### src/rtl/lector_ventana_if.sv
// Handshake bundle between sample capture, the window reader and the MAC stage.
// The reader takes the slave view; whatever feeds it and consumes taps takes the master view.
interface lector_ventana_if #(
    parameter int ANCHO = 32,
    parameter int IDX_W = 3
);
    logic             en;
    logic [ANCHO-1:0] ent;
    logic             inicio;
    logic             listo;
    logic [ANCHO-1:0] sal;
    logic [IDX_W-1:0] indice;
    logic             valido;
    logic             ultimo;
    logic             ocupado;
    logic             fin;
    logic             perdido;

    modport slave (
        input  en, ent, inicio, listo,
        output sal, indice, valido, ultimo, ocupado, fin, perdido
    );

    modport master (
        output en, ent, inicio, listo,
        input  sal, indice, valido, ultimo, ocupado, fin, perdido
    );
endinterface

### src/rtl/lector_ventana.sv
// Sliding window of the last TAPS samples, streamed out newest-first one tap per
// handshake, with a tap index for the coefficient stage.
module lector_ventana #(
    parameter int ANCHO = 32,
    parameter int TAPS  = 8,
    parameter int IDX_W = 3
) (
    input  logic           clk,
    input  logic           rst_n,
    lector_ventana_if.slave bus
);

    typedef enum logic [1:0] {
        REPOSO  = 2'd0,
        LECTURA = 2'd1,
        FIN     = 2'd2
    } estado_t;

    localparam logic [IDX_W-1:0] IDX_ULTIMO = IDX_W'(TAPS - 1);

    estado_t          r_estado;
    estado_t          w_estado_sig;
    logic [ANCHO-1:0] r_ventana [TAPS];
    logic [ANCHO-1:0] r_sal;
    logic [ANCHO-1:0] w_sal_sig;
    logic [IDX_W-1:0] r_indice;
    logic [IDX_W-1:0] w_indice_sig;
    logic [IDX_W-1:0] w_indice_inc;
    logic             r_valido;
    logic             w_valido_sig;
    logic             r_fin;
    logic             w_fin_sig;
    logic             r_perdido;
    logic             w_perdido_sig;
    logic             w_escribir;
    logic             w_handshake;

    assign w_handshake  = r_valido && bus.listo;
    assign w_indice_inc = r_indice + {{(IDX_W-1){1'b0}}, 1'b1};

    // Next-state and next-output decode for the readout sequencer
    always_comb begin
        w_estado_sig  = r_estado;
        w_sal_sig     = r_sal;
        w_indice_sig  = r_indice;
        w_valido_sig  = r_valido;
        w_fin_sig     = r_fin;
        w_perdido_sig = r_perdido;
        w_escribir    = 1'b0;

        case (r_estado)
            REPOSO: begin
                w_escribir = bus.en;
                if (bus.inicio) begin
                    // A same-cycle write is part of the snapshot, so it becomes tap 0.
                    w_estado_sig  = LECTURA;
                    w_valido_sig  = 1'b1;
                    w_indice_sig  = {IDX_W{1'b0}};
                    w_sal_sig     = bus.en ? bus.ent : r_ventana[0];
                    w_perdido_sig = 1'b0;
                end else begin
                    w_estado_sig  = REPOSO;
                end
            end

            LECTURA: begin
                if (bus.en) begin
                    w_perdido_sig = 1'b1;
                end else begin
                    w_perdido_sig = r_perdido;
                end
                if (w_handshake) begin
                    if (r_indice == IDX_ULTIMO) begin
                        w_valido_sig = 1'b0;
                        w_fin_sig    = 1'b1;
                        w_estado_sig = FIN;
                    end else begin
                        w_indice_sig = w_indice_inc;
                        w_sal_sig    = r_ventana[w_indice_inc];
                    end
                end else begin
                    w_estado_sig = LECTURA;
                end
            end

            FIN: begin
                w_fin_sig    = 1'b0;
                w_estado_sig = REPOSO;
                if (bus.en) begin
                    w_perdido_sig = 1'b1;
                end else begin
                    w_perdido_sig = r_perdido;
                end
            end

            default: begin
                w_estado_sig = REPOSO;
                w_valido_sig = 1'b0;
                w_fin_sig    = 1'b0;
            end
        endcase
    end

    // Sequencer state register
    always_ff @(posedge clk or negedge rst_n) begin
        if (!rst_n) begin
            r_estado <= REPOSO;
        end else begin
            r_estado <= w_estado_sig;
        end
    end

    // Registered tap outputs and status flags
    always_ff @(posedge clk or negedge rst_n) begin
        if (!rst_n) begin
            r_sal     <= {ANCHO{1'b0}};
            r_indice  <= {IDX_W{1'b0}};
            r_valido  <= 1'b0;
            r_fin     <= 1'b0;
            r_perdido <= 1'b0;
        end else begin
            r_sal     <= w_sal_sig;
            r_indice  <= w_indice_sig;
            r_valido  <= w_valido_sig;
            r_fin     <= w_fin_sig;
            r_perdido <= w_perdido_sig;
        end
    end

    // Sample window shift register, frozen whenever a readout is in progress
    always_ff @(posedge clk or negedge rst_n) begin
        if (!rst_n) begin
            for (int i = 0; i < TAPS; i++) begin
                r_ventana[i] <= {ANCHO{1'b0}};
            end
        end else if (w_escribir) begin
            r_ventana[0] <= bus.ent;
            for (int i = 1; i < TAPS; i++) begin
                r_ventana[i] <= r_ventana[i-1];
            end
        end else begin
            for (int i = 0; i < TAPS; i++) begin
                r_ventana[i] <= r_ventana[i];
            end
        end
    end

    assign bus.sal     = r_sal;
    assign bus.indice  = r_indice;
    assign bus.valido  = r_valido;
    assign bus.fin     = r_fin;
    assign bus.perdido = r_perdido;
    assign bus.ultimo  = r_valido && (r_indice == IDX_ULTIMO);
    assign bus.ocupado = (r_estado != REPOSO);

endmodule

### src/flat_wrapper.sv
// flat-port wrapper written by rule: the top's interface ports become plain ports
module lector_ventana_flat 
#(
    parameter int ANCHO = 32,
    parameter int TAPS  = 8,
    parameter int IDX_W = 3
)
  (clk, rst_n, bus_en, bus_ent, bus_inicio, bus_listo, bus_sal, bus_indice, bus_valido, bus_ultimo, bus_ocupado, bus_fin, bus_perdido);
  lector_ventana_if #(.ANCHO(ANCHO), .IDX_W(IDX_W)) bus_i ();
  input  logic clk;
  input  logic rst_n;
  input wire logic [$bits(bus_i.en)-1:0] bus_en;
  input wire logic [$bits(bus_i.ent)-1:0] bus_ent;
  input wire logic [$bits(bus_i.inicio)-1:0] bus_inicio;
  input wire logic [$bits(bus_i.listo)-1:0] bus_listo;
  output wire logic [$bits(bus_i.sal)-1:0] bus_sal;
  output wire logic [$bits(bus_i.indice)-1:0] bus_indice;
  output wire logic [$bits(bus_i.valido)-1:0] bus_valido;
  output wire logic [$bits(bus_i.ultimo)-1:0] bus_ultimo;
  output wire logic [$bits(bus_i.ocupado)-1:0] bus_ocupado;
  output wire logic [$bits(bus_i.fin)-1:0] bus_fin;
  output wire logic [$bits(bus_i.perdido)-1:0] bus_perdido;
  assign bus_i.en = bus_en;
  assign bus_i.ent = bus_ent;
  assign bus_i.inicio = bus_inicio;
  assign bus_i.listo = bus_listo;
  assign bus_sal = bus_i.sal;
  assign bus_indice = bus_i.indice;
  assign bus_valido = bus_i.valido;
  assign bus_ultimo = bus_i.ultimo;
  assign bus_ocupado = bus_i.ocupado;
  assign bus_fin = bus_i.fin;
  assign bus_perdido = bus_i.perdido;
  lector_ventana #(.ANCHO(ANCHO), .TAPS(TAPS), .IDX_W(IDX_W)) u_core (.clk(clk), .rst_n(rst_n), .bus(bus_i));
endmodule
### config.mk
export PLATFORM = sky130hd
export DESIGN_NAME = lector_ventana_flat
export DESIGN_NICKNAME = d
export VERILOG_FILES = /design/src/rtl/lector_ventana_if.sv /design/src/rtl/lector_ventana.sv /design/src/flat_wrapper.sv
export SDC_FILE = /design/constraint.sdc
export NUM_CORES = 1
export LEC_CHECK = 0
export BUFFER_PORTS_ARGS = -buffer_cell sky130_fd_sc_hd__clkbuf_2
export CAP_MARGIN = 25
export CORE_MARGIN = 2
export CORE_UTILIZATION = 50
export DETAILED_ROUTE_END_ITERATION = 8
export HOLD_SLACK_MARGIN = 0.02
export PLACE_DENSITY = 0.77
export SYNTH_ARGS = -nofsm -noshare
export SYNTH_HDL_FRONTEND = slang
export SYNTH_SLANG_ARGS = --single-unit
### constraint.sdc
create_clock -name clk -period 2.24 [get_ports clk]
set_input_delay 0.336 -clock clk [delete_from_list [all_inputs] [get_ports clk]]
set_output_delay 0.336 -clock clk [all_outputs]
set_load 0.02 [all_outputs]
# Word level (Yosys, flattened, before mapping)
# Cells that the tools add are included.
# word_totals
out_inout_bits	40
regBits	296
input_bits	37
# classes
n_lt_le_gt_ge	1
add_sub_neg	1
n_bitwise	3
n_mux	27
n_eq_ne	9
n_reduce_logical	11
# op_table
operator	count
two-way mux 32 bit	6
binary-select mux 32 bit (select 3 bit)	1
one-hot mux 32 bit (2 select lines)	1
two-way mux 1 bit	9
two-way mux 3 bit	3
AND reduction 4 bit	2
!= test 2 x 1 -> 1 bit (second input constant)	3
one-hot mux 3 bit (2 select lines)	1
AND reduction 3 bit	2
nonzero test 2 bit	3
>= comparator 4 bit (second input constant)	1
two-way mux 2 bit	2
!= test 2 bit (second input constant)	2
NOT 3 -> 4 bit	1
one-hot mux 1 bit (2 select lines)	2
one-hot mux 2 bit (2 select lines)	1
adder 3 x 1 -> 3 bit (second input constant)	1
equality test 3 bit (second input constant)	1
!= test 3 bit (second input constant)	1
one-hot mux 1 bit (3 select lines)	1
equality test 2 x 1 -> 1 bit (second input constant)	1
equality test 2 bit (second input constant)	1
logical AND 1 bit	2
logical NOT 2 bit	1
2 further kinds	3

# Longest topological paths before layout
# Gate-level depths: netlist (run 1).
# logic_depth
ltp_word	8
mapped_depth	8
mapped_depth_nobuf	5

# Least setup slack after synthesis (run 1)
# OpenSTA, ideal clock, no wires.
# synth_path
path_kind	flip-flop to flip-flop
start	register u_core.r_indice[0] (netlist: u_core.bus.indice[0])
end	register u_core.r_sal[18] (netlist: u_core.bus.sal[18])
required_time_ns	2.104
path_slack_ns	0.192
setup_ns	0.136
arrival_ns	1.913
path_stages_with_launch	8
period_less_slack_ns	2.048
cell_sequence	dfrtp_1 -> ha_1 -> ha_1 -> and3b_1 -> clkbuf_1 -> buf_2 -> a222oi_1 -> a31oi_1
# synth_via
elab_chain_cells	8
elab_cells_between_ends	11
# synth_rtl
element	line	rtl
start, declared	lector_ventana.sv:26	logic [IDX_W-1:0] r_indice;
start signal, assigned	lector_ventana.sv:117	r_indice <= {IDX_W{1'b0}};
start signal, assigned	lector_ventana.sv:123	r_indice <= w_indice_sig;
adder 3 x 1 -> 3 bit	lector_ventana.sv:39	assign w_indice_inc = r_indice + {{(IDX_W-1){1'b0}}, 1'b1};
NOT 3 -> 4 bit (not written as such)	lector_ventana.sv:79	w_sal_sig = r_ventana[w_indice_inc];
binary-select mux 32 bit (select 3 bit)	lector_ventana.sv:79	
two-way mux 32 bit (not written as such) (2 in series)	lector_ventana.sv:79	
two-way mux 32 bit	lector_ventana.sv:73	if (r_indice == IDX_ULTIMO) begin
two-way mux 32 bit	lector_ventana.sv:72	if (w_handshake) begin
one-hot mux 32 bit (2 select lines)	lector_ventana.sv:51	case (r_estado)
end signal, assigned	lector_ventana.sv:116	r_sal <= {ANCHO{1'b0}};
end signal, assigned	lector_ventana.sv:122	r_sal <= w_sal_sig;
end, declared	lector_ventana.sv:24	logic [ANCHO-1:0] r_sal;
# Several ways; a longest one is shown, not always the timed one. The select of a mux whose other input is x is not followed.
# A chain may end at the register's enable or synchronous reset.

# Final worst setup path (run 1)
# layout_path
start	register u_core.r_indice[1] (netlist: u_core.bus.indice[1])
end	register u_core.r_sal[5] (netlist: u_core.bus.sal[5])
# The elaborated chain is that of the path after synthesis.

==> results of run 1 <==
==> per-stage QoR <==
step | setup WS, ns | area [µm²] | cells
floorplan | 0.1916 | 13830 | 969
global placement | 0.2304 | 14800 | 1347
detailed placement | 0.1862 | 14800 | 1347
CTS | 0.1098 | 16090 | 1419
global route | 0.03341 | 16090 | 1419
finish | 0.1370 | 16090 | 1419
==> kinds of logic after synthesis <==
logic type	Yosys count	synth area share, %
mux	420	34.21
flops	296	53.56
compound gates	138	7.555
buf+inv	86	3.031
simple gates	21	0.9139
fa+ha+maj	8	0.7239
==> power groups by stage <==
stage          logic, µW  clock network (µW)  registers (µW)
2_1_floorplan       7880                   0            9780
3_3_place_gp       10200                   0            9960
3_5_place_dp       10500                   0           10100
4_1_cts            10600                5740           10000
5_1_grt            11400                5950           10400
6_report           10500                5630           10000
==> timing repair <==
| item | 4_1_cts | 5_1_grt |
|---|---|---|
| hold buffers | 15 | 0 |
| buffers inserted | 0 | 0 |
| endpoints found under the hold margin | 69 | 0 |
==> metal layers <==
metal | up-vias | wire [µm] | GRT usage, %
met5 | - | 0 | 0
met4 | 0 | 743 | 5.946
li1 | 3854 | - | -
met3 | 59 | 1192 | 3.000
met2 | 188 | 14630 | 34.92
met1 | 4404 | 12860 | 27.43
==> critical path: stages (launching register included) <==
cell                       delay [ns]
sky130_fd_sc_hd__dfrtp_1         0.41
sky130_fd_sc_hd__ha_4            0.36
sky130_fd_sc_hd__buf_12          0.27
sky130_fd_sc_hd__mux2_2          0.37
sky130_fd_sc_hd__a222oi_1        0.37
sky130_fd_sc_hd__a31oi_1         0.15
==> path summary, 6_finish.rpt <==
kind,start,endpoint,slack (ns)
setup / recovery,u_core.bus.indice[1],u_core.bus.sal[5],0.14
hold / removal,bus_ent[1],u_core.r_ventana[225],0.04
setup reg to reg,u_core.bus.indice[1],u_core.bus.sal[5],0.14
hold reg to reg,u_core.r_ventana[13],u_core.r_ventana[13],0.50
max in group asynchronous,rst_n,u_core.r_ventana[177],1.17
min in group asynchronous,rst_n,u_core.r_ventana[38],0.32
==> area by class of cell <==
cell class | count | area, µm² | share of cell area [%]
Sequential cell | 296 | 7407 | 46.04
Multi-Input combinational cell | 587 | 6028 | 37.47
Timing Repair Buffer | 130 | 1059 | 6.579
Clock buffer | 40 | 859.6 | 5.343
Tap cell | 341 | 426.7 | 2.652
Clock inverter | 17 | 279.0 | 1.734
Inverter | 8 | 30.03 | 0.1866
==> flip-flops by register name, indices dropped and copies added (netlist names) <==
register            count
u_core.bus.fin          1
u_core.bus.perdido      1
u_core.bus.sal         32
u_core.r_ventana      256
u_core.bus.indice       3
u_core.bus.valido       1
u_core.r_estado         2
==> cell usage after synthesis (all sizes together) <==
library cell / count
nor3b: 3
o32a: 1
nor2: 2
and3: 2
o41ai: 1
and2: 1
a21o: 1
clkbuf: 16
dfrtp: 296
nor2b: 3
a21bo: 1
nor3: 1
a221oi: 1
o32ai: 1
inv: 7
nand2: 6
mux2: 418
ha: 8
o21ai: 1
mux2i: 2
o31a: 1
and3b: 3
a222oi: 32
a22oi: 33
a31oi: 64
o22a: 1
clkinv: 1
buf: 62
==> impl_metrics.toml, run 1 <==
[finish]
antennaDiodeCount = 0
layout_common_cells = "sky130_fd_sc_hd__mux2_2, sky130_fd_sc_hd__dfrtp_1, sky130_fd_sc_hd__clkbuf_2, sky130_fd_sc_hd__a31oi_1, sky130_fd_sc_hd__a22oi_1"
finish.utilization_pct = 59.53
layout-drive-gt1-share_pct = 53.43
nets = 1099
fillers = 2077
area_growth_pct = 16.35
mostFrequentLayoutCell = "sky130_fd_sc_hd__mux2_2"

[timing]
timing.max_slew.rel_slack_pct = 66.33
finalSetupViolCount = 0
finalSetupTns_ns = 0
period_minus_slack_ns = 2.103
fmax_ghz = 0.4755
min_period_over_period_pct = 93.88
grt_setup_unrepaired = "false"
drv_slew = 0
worst_clock_skew_ns = 0.01338
worst-slew-pin-transition_ns = 0.5050
timing.hold.ws_ns = 0.03761
timing.final.hold_violations = 0

[status]
outcome = "completed"

[routing]
detailroute.via_count = 8505
detail_route.wl_per_cell_um = 20.74
drt-total-wl_um = 29430
initialDrtViolationCount = 601
drt-pass1-iter-count = 6
postRouteAntennaNets = 0
route.detailed.drc = 0
via_per_inst = 5.994

[power]
p_leak_uw = 0.006864
cellPowerDensity_nw_per_um2 = 1629
switching_share_pct = 33.03
vdd_drop_max_uv = 826.8
pwr-share-seq_pct = 38.2
p_int_uw = 17550
power.clock.fraction_pct = 21.5
power.net_switching_uw = 8656
combinationalPowerShare_pct = 40.3
report.power.total_uw = 26210

[worst_setup_path]
reg2reg_depth = 5
critical_path_class = "reg2reg"
worst-path-max-fanout = 44
startpoint_type = "register"
category_of_the_worst_setup_path_capture_point = "register"
worstPathArrival_ns = 2.52
critical_path_required_ns = 2.65

[clock_network]
clkLatencyLatePin_ns = 0.56
cts_sinks = 296
cts_buffer_count = 31
clock_tree.root_cell = "sky130_fd_sc_hd__clkbuf_16"
ctsResizeCount = 0
clockBufferDepth = 3
clk_pin_slew_ns = 0.06
clock_tree.htree_level_count = 1
tritoncts = "yes"

[logic_synthesis]
syn-instance-count = 969
syn_avg_cell_area_um2 = 14.27
synth_top_area_cell = "sky130_fd_sc_hd__dfrtp_1"
synth-seq-area-share_pct = 53.56
syn_nets = 1014
synth_top_area_share_pct = 53.56
synth.lib_cells_used.distinct = 32
netlist_area_um2 = 13830
synth_seq_cells = 296
synth_top_cells_by_area = "sky130_fd_sc_hd__dfrtp_1, sky130_fd_sc_hd__mux2_2, sky130_fd_sc_hd__a31oi_1"
count_of_yosys_warnings_during_synthesis = 0

[placed_design]
post-dp-hpwl_um = 17650
io_buffer_count = 76
globalplace.congestion = 0.7428

[grt]
grt_pass1_vias = 8971
grt_pass1_wl_um = 47750
grt_max_degree = 76
total_congestion_overflow = 0
gr-usage-all-layers_pct = 20.52
grt_antenna_before_repair = 0

[worst_hold_path]
hold_path_class = "in2reg"
whs_path_depth = 2

[die]
top_level_ports = 77
die_width_um = 170.3
fp-row-count = 60
fp.dieH_um = 170.3
fp.dieArea_um2 = 29000
floorplan.initialDensity_pct = 51.17
floorplan_core_area_um2 = 27030

[run]
maxCapViolCount = 0
(Power assumes the default switching activity.)
==> run 2: changes to the inputs <==
--- a/config.mk
+++ b/config.mk
@@ -10,8 +10,9 @@
 export CORE_MARGIN = 2
 export CORE_UTILIZATION = 50
 export DETAILED_ROUTE_END_ITERATION = 8
+export GPL_ROUTABILITY_DRIVEN = 0
 export HOLD_SLACK_MARGIN = 0.02
-export PLACE_DENSITY = 0.77
+export PLACE_DENSITY = 0.8
 export SYNTH_ARGS = -nofsm -noshare
 export SYNTH_HDL_FRONTEND = slang
 export SYNTH_SLANG_ARGS = --single-unit
==> constraint.sdc (replaced) <==
create_clock -name clk -period 1.7 [get_ports clk]
set_input_delay 0.255 -clock clk [delete_from_list [all_inputs] [get_ports clk]]
set_output_delay 0.255 -clock clk [all_outputs]
set_load 0.02 [all_outputs]
==> run 2 against run 1 <==
Against the previous run:
- the run now ends with setup timing left
- critical path type unchanged
- sequential power rose by 34%
- clock power up 20%
- flip-flop and latch count stayed put
- worst setup slack worse by 0.53 ns
- routed wire length rose by 24%
- critical path depth grew 1
- design area increased by 10%
- sequential share of layout area fell by 4.3 points
- clock skew down 0.0013 ns
- final cell count up 7.3%
==> impl_metrics.toml, run 2 (synthesized netlist as in run 1, its figures left out) <==
[status]
outcome = "finished, violations left"
failed_checks = "setup timing"

[power]
combinationalPowerShare_pct = 48.6
switching_share_pct = 34.25
report.power.total_uw = 39260
p_leak_uw = 0.007739
cellPowerDensity_nw_per_um2 = 2210
vdd_drop_max_uv = 1277
power.clock.fraction_pct = 17.1
p_int_uw = 25810
pwr-share-seq_pct = 34.2
power.net_switching_uw = 13450

[finish]
nets = 1206
antennaDiodeCount = 0
fillers = 1797
area_growth_pct = 28.49
multi_input_combinational_cell_area_um2 = 6307
largest_register_ff_count = 256
area.sequential_um2 = 7410
layout-drive-gt1-share_pct = 58.71
layout_common_cells = "sky130_fd_sc_hd__mux2_2, sky130_fd_sc_hd__dfrtp_1, sky130_fd_sc_hd__clkbuf_2, sky130_fd_sc_hd__a31oi_1, sky130_fd_sc_hd__buf_4"
registers.top_by_ff_count = "u_core.r_ventana"
mostFrequentLayoutCell = "sky130_fd_sc_hd__mux2_2"
finish.utilization_pct = 65.75

[die]
fp.dieH_um = 170.3
floorplan_core_area_um2 = 27030
top_level_ports = 77
fp-row-count = 60
floorplan.initialDensity_pct = 51.17
fp.dieArea_um2 = 29000
die_width_um = 170.3

[worst_setup_path]
category_of_the_worst_setup_path_capture_point = "register"
worst_path_largest_cell_delay_ns = 0.43
critical_path_required_ns = 2.12
worstPathArrival_ns = 2.51
critical_path_class = "reg2reg"
crit_chain = "ha_4 > buf_4 > clkbuf_16 > mux2_1 > a222oi_1 > a31oi_1"
timing.critical_path.slowest_stage_cell = "sky130_fd_sc_hd__dfrtp_2"
worst-path-max-fanout = 8
startpoint_type = "register"

[run]
maxCapViolCount = 0

[grt]
total_congestion_overflow = 0
grt_max_degree = 68
gr-usage-all-layers_pct = 22.84
grt_pass1_vias = 9714
grt_pass1_wl_um = 52570
grt_antenna_before_repair = 0

[routing]
initialDrtViolationCount = 667
postRouteAntennaNets = 0
drt-pass1-iter-count = 9
detail_route.wl_per_cell_um = 24.04
detailroute.via_count = 9382
via_per_inst = 6.160
route.detailed.drc = 0
drt-total-wl_um = 36620

[clock_network]
clkLatencyLatePin_ns = 0.56
clock_tree.htree_level_count = 1
clockBufferDepth = 3
tritoncts = "yes"
cts_buffer_count = 30
cts_sinks = 296
clock_tree.root_cell = "sky130_fd_sc_hd__clkbuf_16"
clk_pin_slew_ns = 0.07

[timing]
period_minus_slack_ns = 2.088
fmax_ghz = 0.4788
post-route-worst-setup-slack_ns = -0.3885
timing.final.hold_violations = 0
min_period_over_period_pct = 122.9
finalSetupViolCount = 62
worst-slew-pin-transition_ns = 0.3948
worst_clock_skew_ns = 0.01211
drv_slew = 0
timing.max_slew.rel_slack_pct = 73.68
grt_setup_unrepaired = "true"

[placed_design]
io_buffer_count = 76
post-dp-hpwl_um = 18910

[worst_hold_path]
hold_path_class = "in2reg"
==> run 2: changes by cell type in the layout (fill, tap and decap cells not counted), moves of 8 or more <==
cell / delta
sky130_fd_sc_hd__buf_16: +9
sky130_fd_sc_hd__clkbuf_16: +14
sky130_fd_sc_hd__buf_4: +40
sky130_fd_sc_hd__a22oi_2: +8
sky130_fd_sc_hd__mux2_4: +39
sky130_fd_sc_hd__buf_12: +11
sky130_fd_sc_hd__mux2_2: -32
sky130_fd_sc_hd__a22oi_1: -8
sky130_fd_sc_hd__buf_6: +14
sky130_fd_sc_hd__dlygate4sd3_1: +18
==> run 2: critical path, delay by kind of cell, from the launching register on <==
kind / cells / cell delay, ns
AOI/OAI and AO/OA: 2 / 0.55
DFF: 1 / 0.43
buffers and inverters: 2 / 0.33
muxes: 1 / 0.33
adders and majority gates: 1 / 0.31
==> run 2: through the flow <==
stage	worst slack [ns]	hold slack [ns]	cell area (µm²)	setup TNS (ns)	instances
after floorplan	-0.1798	-0.04059	13910	-5.622	969
after global placement	-0.2291	0.1014	15280	-6.608	1393
after detailed placement	-0.3182	0.1025	15280	-8.816	1393
after CTS	-0.3000	0.05982	17220	-8.205	1504
after global routing	-0.4481	0.1002	17770	-14.68	1523
final	-0.3885	0.07625	17770	-9.749	1523
==> run 2: path summary, 6_finish.rpt <==
path	startpoint	to	slack, ns	cells past startpoint
worst max-delay path	u_core.bus.indice[0]	u_core.bus.sal[28]	-0.39	6
worst min-delay path	bus_listo	u_core.r_estado[1]	0.08	3
worst max register to register	u_core.bus.indice[0]	u_core.bus.sal[28]	-0.39	6
worst min register to register	u_core.r_ventana[30]	u_core.r_ventana[30]	0.51	1
max in group asynchronous	rst_n	u_core.r_ventana[145]	0.95	3
min in group asynchronous	rst_n	u_core.r_ventana[159]	0.13	2
==> run 2: cell type report <==
class | count | area share, %
Clock buffer | 37 | 4.655
Clock inverter | 16 | 0.9858
Inverter | 8 | 0.1690
Multi-Input combinational cell | 587 | 35.50
Sequential cell | 296 | 41.70
Tap cell | 341 | 2.401
Timing Repair Buffer | 238 | 14.59
==> run 2: what timing repair did <==
action	4_1_cts	5_1_grt
endpoints found under the setup margin	144	124
cloned	7	17
setup buffers	19	5
hold buffers	33	0
endpoints found under the hold margin	328	0
gates resized for setup	52	42
pin swaps	25	48
==> run 2: power by group through the flow <==
stage	sequential (µW)	combinational [µW]	clock, µW
after global placement	13100	14300	0
final	13400	19100	6730
after CTS	13200	17400	6770
after global routing	13800	20100	7120
after detailed placement	13300	14800	0
after floorplan	12900	10600	0
==> run 2: per-layer routing <==
metal | vias to the layer above | routed length (µm) | share of wire (%) | track usage (%)
li1 | 4084 | - | - | -
met1 | 4873 | 14680 | 40 | 28.89
met2 | 339 | 18380 | 50 | 40.00
met3 | 86 | 2156 | 5.9 | 3.628
met4 | 0 | 1399 | 3.8 | 7.767
met5 | - | 0 | 0 | 0
==> run 3: changes to the inputs <==
--- a/config.mk
+++ b/config.mk
@@ -6,13 +6,13 @@
 export NUM_CORES = 1
 export LEC_CHECK = 0
 export BUFFER_PORTS_ARGS = -buffer_cell sky130_fd_sc_hd__clkbuf_2
-export CAP_MARGIN = 25
 export CORE_MARGIN = 2
 export CORE_UTILIZATION = 50
 export DETAILED_ROUTE_END_ITERATION = 8
 export GPL_ROUTABILITY_DRIVEN = 0
 export HOLD_SLACK_MARGIN = 0.02
 export PLACE_DENSITY = 0.8
+export REMOVE_ABC_BUFFERS = 1
 export SYNTH_ARGS = -nofsm -noshare
 export SYNTH_HDL_FRONTEND = slang
 export SYNTH_SLANG_ARGS = --single-unit
==> run 3 against run 2 <==
Against the previous run:
- the run still ends with setup timing left
- first-iteration DRC count up 12%
- worst setup slack gained 0.068 ns
- critical path depth increased by 1
- die area did not move
- via count shrank 0.53%
- design area shrank 0.37%
- clock skew grew 0.0023 ns
- critical path type unchanged
==> impl_metrics.toml, run 3 (synthesized netlist as in run 1, its figures left out) <==
[status]
outcome = "finished, violations left"
failed_checks = "setup timing"

[timing]
timing.hold.ws_ns = 0.06839
worst_clock_skew_ns = 0.01439
drv_slew = 0
post-route-worst-setup-slack_ns = -0.3202
period_minus_slack_ns = 2.020
worst-slew-pin-transition_ns = 0.4140
timing.final.hold_violations = 0
timing.max_slew.rel_slack_pct = 72.40
fmax_ghz = 0.4950
finalSetupViolCount = 35
grt_setup_unrepaired = "true"
min_period_over_period_pct = 118.8

[grt]
gr-usage-all-layers_pct = 23.65
grt_max_degree = 67
grt_pass1_vias = 9840
grt_pass1_wl_um = 53920
total_congestion_overflow = 0
grt_antenna_before_repair = 3

[die]
die_width_um = 170.3
floorplan.initialDensity_pct = 51.17
fp.dieH_um = 170.3
fp.dieArea_um2 = 29000
floorplan_core_area_um2 = 27030
top_level_ports = 77
fp-row-count = 60

[finish]
area_growth_pct = 28.01
nets = 1204
layout_common_cells = "sky130_fd_sc_hd__mux2_2, sky130_fd_sc_hd__dfrtp_1, sky130_fd_sc_hd__clkbuf_2, sky130_fd_sc_hd__a31oi_1, sky130_fd_sc_hd__buf_4"
registers.top_by_ff_count = "u_core.r_ventana"
mostFrequentLayoutCell = "sky130_fd_sc_hd__mux2_2"
fin_cells = 1527
largest_register_ff_count = 256
layout-drive-gt1-share_pct = 58.07
finish.utilization_pct = 65.50

[worst_setup_path]
startpoint_type = "register"
crit_chain = "ha_4 > buf_12 > buf_12 > buf_16 > mux2_4 > a222oi_1 > a31oi_1"
regToRegSetupSlack_ns = -0.32
timing.critical_path.slowest_stage_cell = "sky130_fd_sc_hd__dfrtp_1"
critical-path-top-cell-by-count = "sky130_fd_sc_hd__buf_12"
critical_path_required_ns = 2.13
worst_path_largest_cell_delay_ns = 0.41
worst_r2r_startpoint = "u_core.bus.indice[1]"
buf_inv_stages_crit_path = 3
category_of_the_worst_setup_path_capture_point = "register"
crit_path_start = "u_core.bus.indice[1]"
worstPathArrival_ns = 2.45
critical-path-top-delay-family = "compound AO/OA/AOI/OAI gates"
worst-path-max-fanout = 8
critical_path_class = "reg2reg"
worst_r2r_endpoint = "u_core.bus.sal[20]"
reg2reg_depth = 7

[clock_network]
clock_tree.root_cell = "sky130_fd_sc_hd__clkbuf_16"
cts_sinks = 296
clock_tree.htree_level_count = 1
clockBufferDepth = 3
clkLatencyLatePin_ns = 0.57
clk_pin_slew_ns = 0.07
tritoncts = "yes"
cts_buffer_count = 30

[power]
cellPowerDensity_nw_per_um2 = 2171
vdd_drop_max_uv = 1195
p_leak_uw = 0.007701
p_int_uw = 25300
combinationalPowerShare_pct = 47.7
switching_share_pct = 34.15
power.net_switching_uw = 13120
power.clock.fraction_pct = 17.4
pwr-share-seq_pct = 34.9

[run]
maxCapViolCount = 0

[routing]
drt-pass1-iter-count = 5
detail_route.wl_per_cell_um = 23.22
detailroute.via_count = 9332
drt-total-wl_um = 35460
initialDrtViolationCount = 750
route.detailed.drc = 0
postRouteAntennaNets = 0
via_per_inst = 6.111

[worst_hold_path]
whs_path_depth = 3
timing.hold.worst_endpoint = "u_core.r_estado[1]"
hold_path_class = "in2reg"
hold_path.startpoint = "bus_listo"

[placed_design]
place.detailed.instances = 1396
io_buffer_count = 76
post-dp-hpwl_um = 18920
==> run 3: cell types whose count changed in the layout (fill, tap and decap cells not counted), moves of 3 or more <==
cell / delta
sky130_fd_sc_hd__a22oi_1: -3
sky130_fd_sc_hd__a22oi_2: +3
sky130_fd_sc_hd__buf_12: +6
sky130_fd_sc_hd__clkbuf_1: +4
sky130_fd_sc_hd__clkbuf_16: -3
sky130_fd_sc_hd__clkbuf_8: +6
sky130_fd_sc_hd__clkinv_2: -3
sky130_fd_sc_hd__diode_2: +3
sky130_fd_sc_hd__mux2_2: +5
sky130_fd_sc_hd__mux2_4: -7
==> run 3: final cells by class <==
| type | instances | area, µm² |
|---|---|---|
| clock inverters | 9 | 83.83 |
| well taps | 341 | 426.7 |
| fillers | 1849 | 9324 |
| flip-flops and latches | 296 | 7407 |
| diodes | 3 | 7.507 |
| inverters | 8 | 32.53 |
| clock buffers | 47 | 924.6 |
| multi-input cells | 588 | 6275 |
| repair buffers | 235 | 2545 |
==> run 3: per-stage QoR <==
stage | setup TNS [ns] | setup WS [ns] | power [µW] | area (µm²)
2_1_floorplan | -1429.52 | -5.225 | 20440 | 13440
3_3_place_gp | -14.90 | -0.2675 | 27300 | 15290
3_5_place_dp | -23.40 | -0.3066 | 27970 | 15290
4_1_cts | -8.267 | -0.2781 | 37350 | 17270
5_1_grt | -14.81 | -0.3895 | 40260 | 17700
6_report | -8.525 | -0.3202 | 38420 | 17700
==> run 3: layer usage <==
metal  global-route usage, %  share of wire [%]  up-vias
met5                       0                  0        -
met4                   6.763                3.1        0
met3                   3.907                5.5       91
met2                   39.93                 49      333
met1                   31.63                 43     4829
li1                        -                  -     4079
==> run 3: worst max path at each step <==
stage	end	slack [ns]	depth (start not counted)
2_1_floorplan	u_core.r_ventana[0]	-5.22	4
3_3_place_gp	u_core.bus.sal[14]	-0.27	5
3_5_place_dp	u_core.bus.sal[19]	-0.31	5
4_1_cts	u_core.bus.sal[27]	-0.28	7
5_1_grt	u_core.bus.sal[5]	-0.39	7
6_report	u_core.bus.sal[20]	-0.32	7
==> run 3: repair_timing <==
action | in CTS | in global routing
resized for setup | 68 | 31
cloned | 7 | 13
pin swaps | 37 | 35
setup endpoints to repair | 261 | 213
hold buffers | 33 | 0
endpoints found under the hold margin | 262 | 0
setup buffers | 16 | 5
==> run 3: power groups by stage <==
| stage | clock network [µW] | registers [µW] | logic [µW] |
|---|---|---|---|
| after CTS | 6730 | 13300 | 17400 |
| after global placement | 0 | 13100 | 14200 |
| after floorplan | 0 | 12500 | 7920 |
| final | 6690 | 13400 | 18300 |
| after global routing | 7070 | 13800 | 19400 |
| after detailed placement | 0 | 13300 | 14700 |
==> run 3: worst reg2reg max path, delay by kind of cell (launching register included) <==
| family | cells | cell delay [ns] |
|---|---|---|
| buffers and inverters | 3 | 0.44 |
| multiplexers | 1 | 0.31 |
| AO/OA/AOI/OAI | 2 | 0.44 |
| adder cells (fa/ha/maj) | 1 | 0.30 |
| flip-flops | 1 | 0.41 |
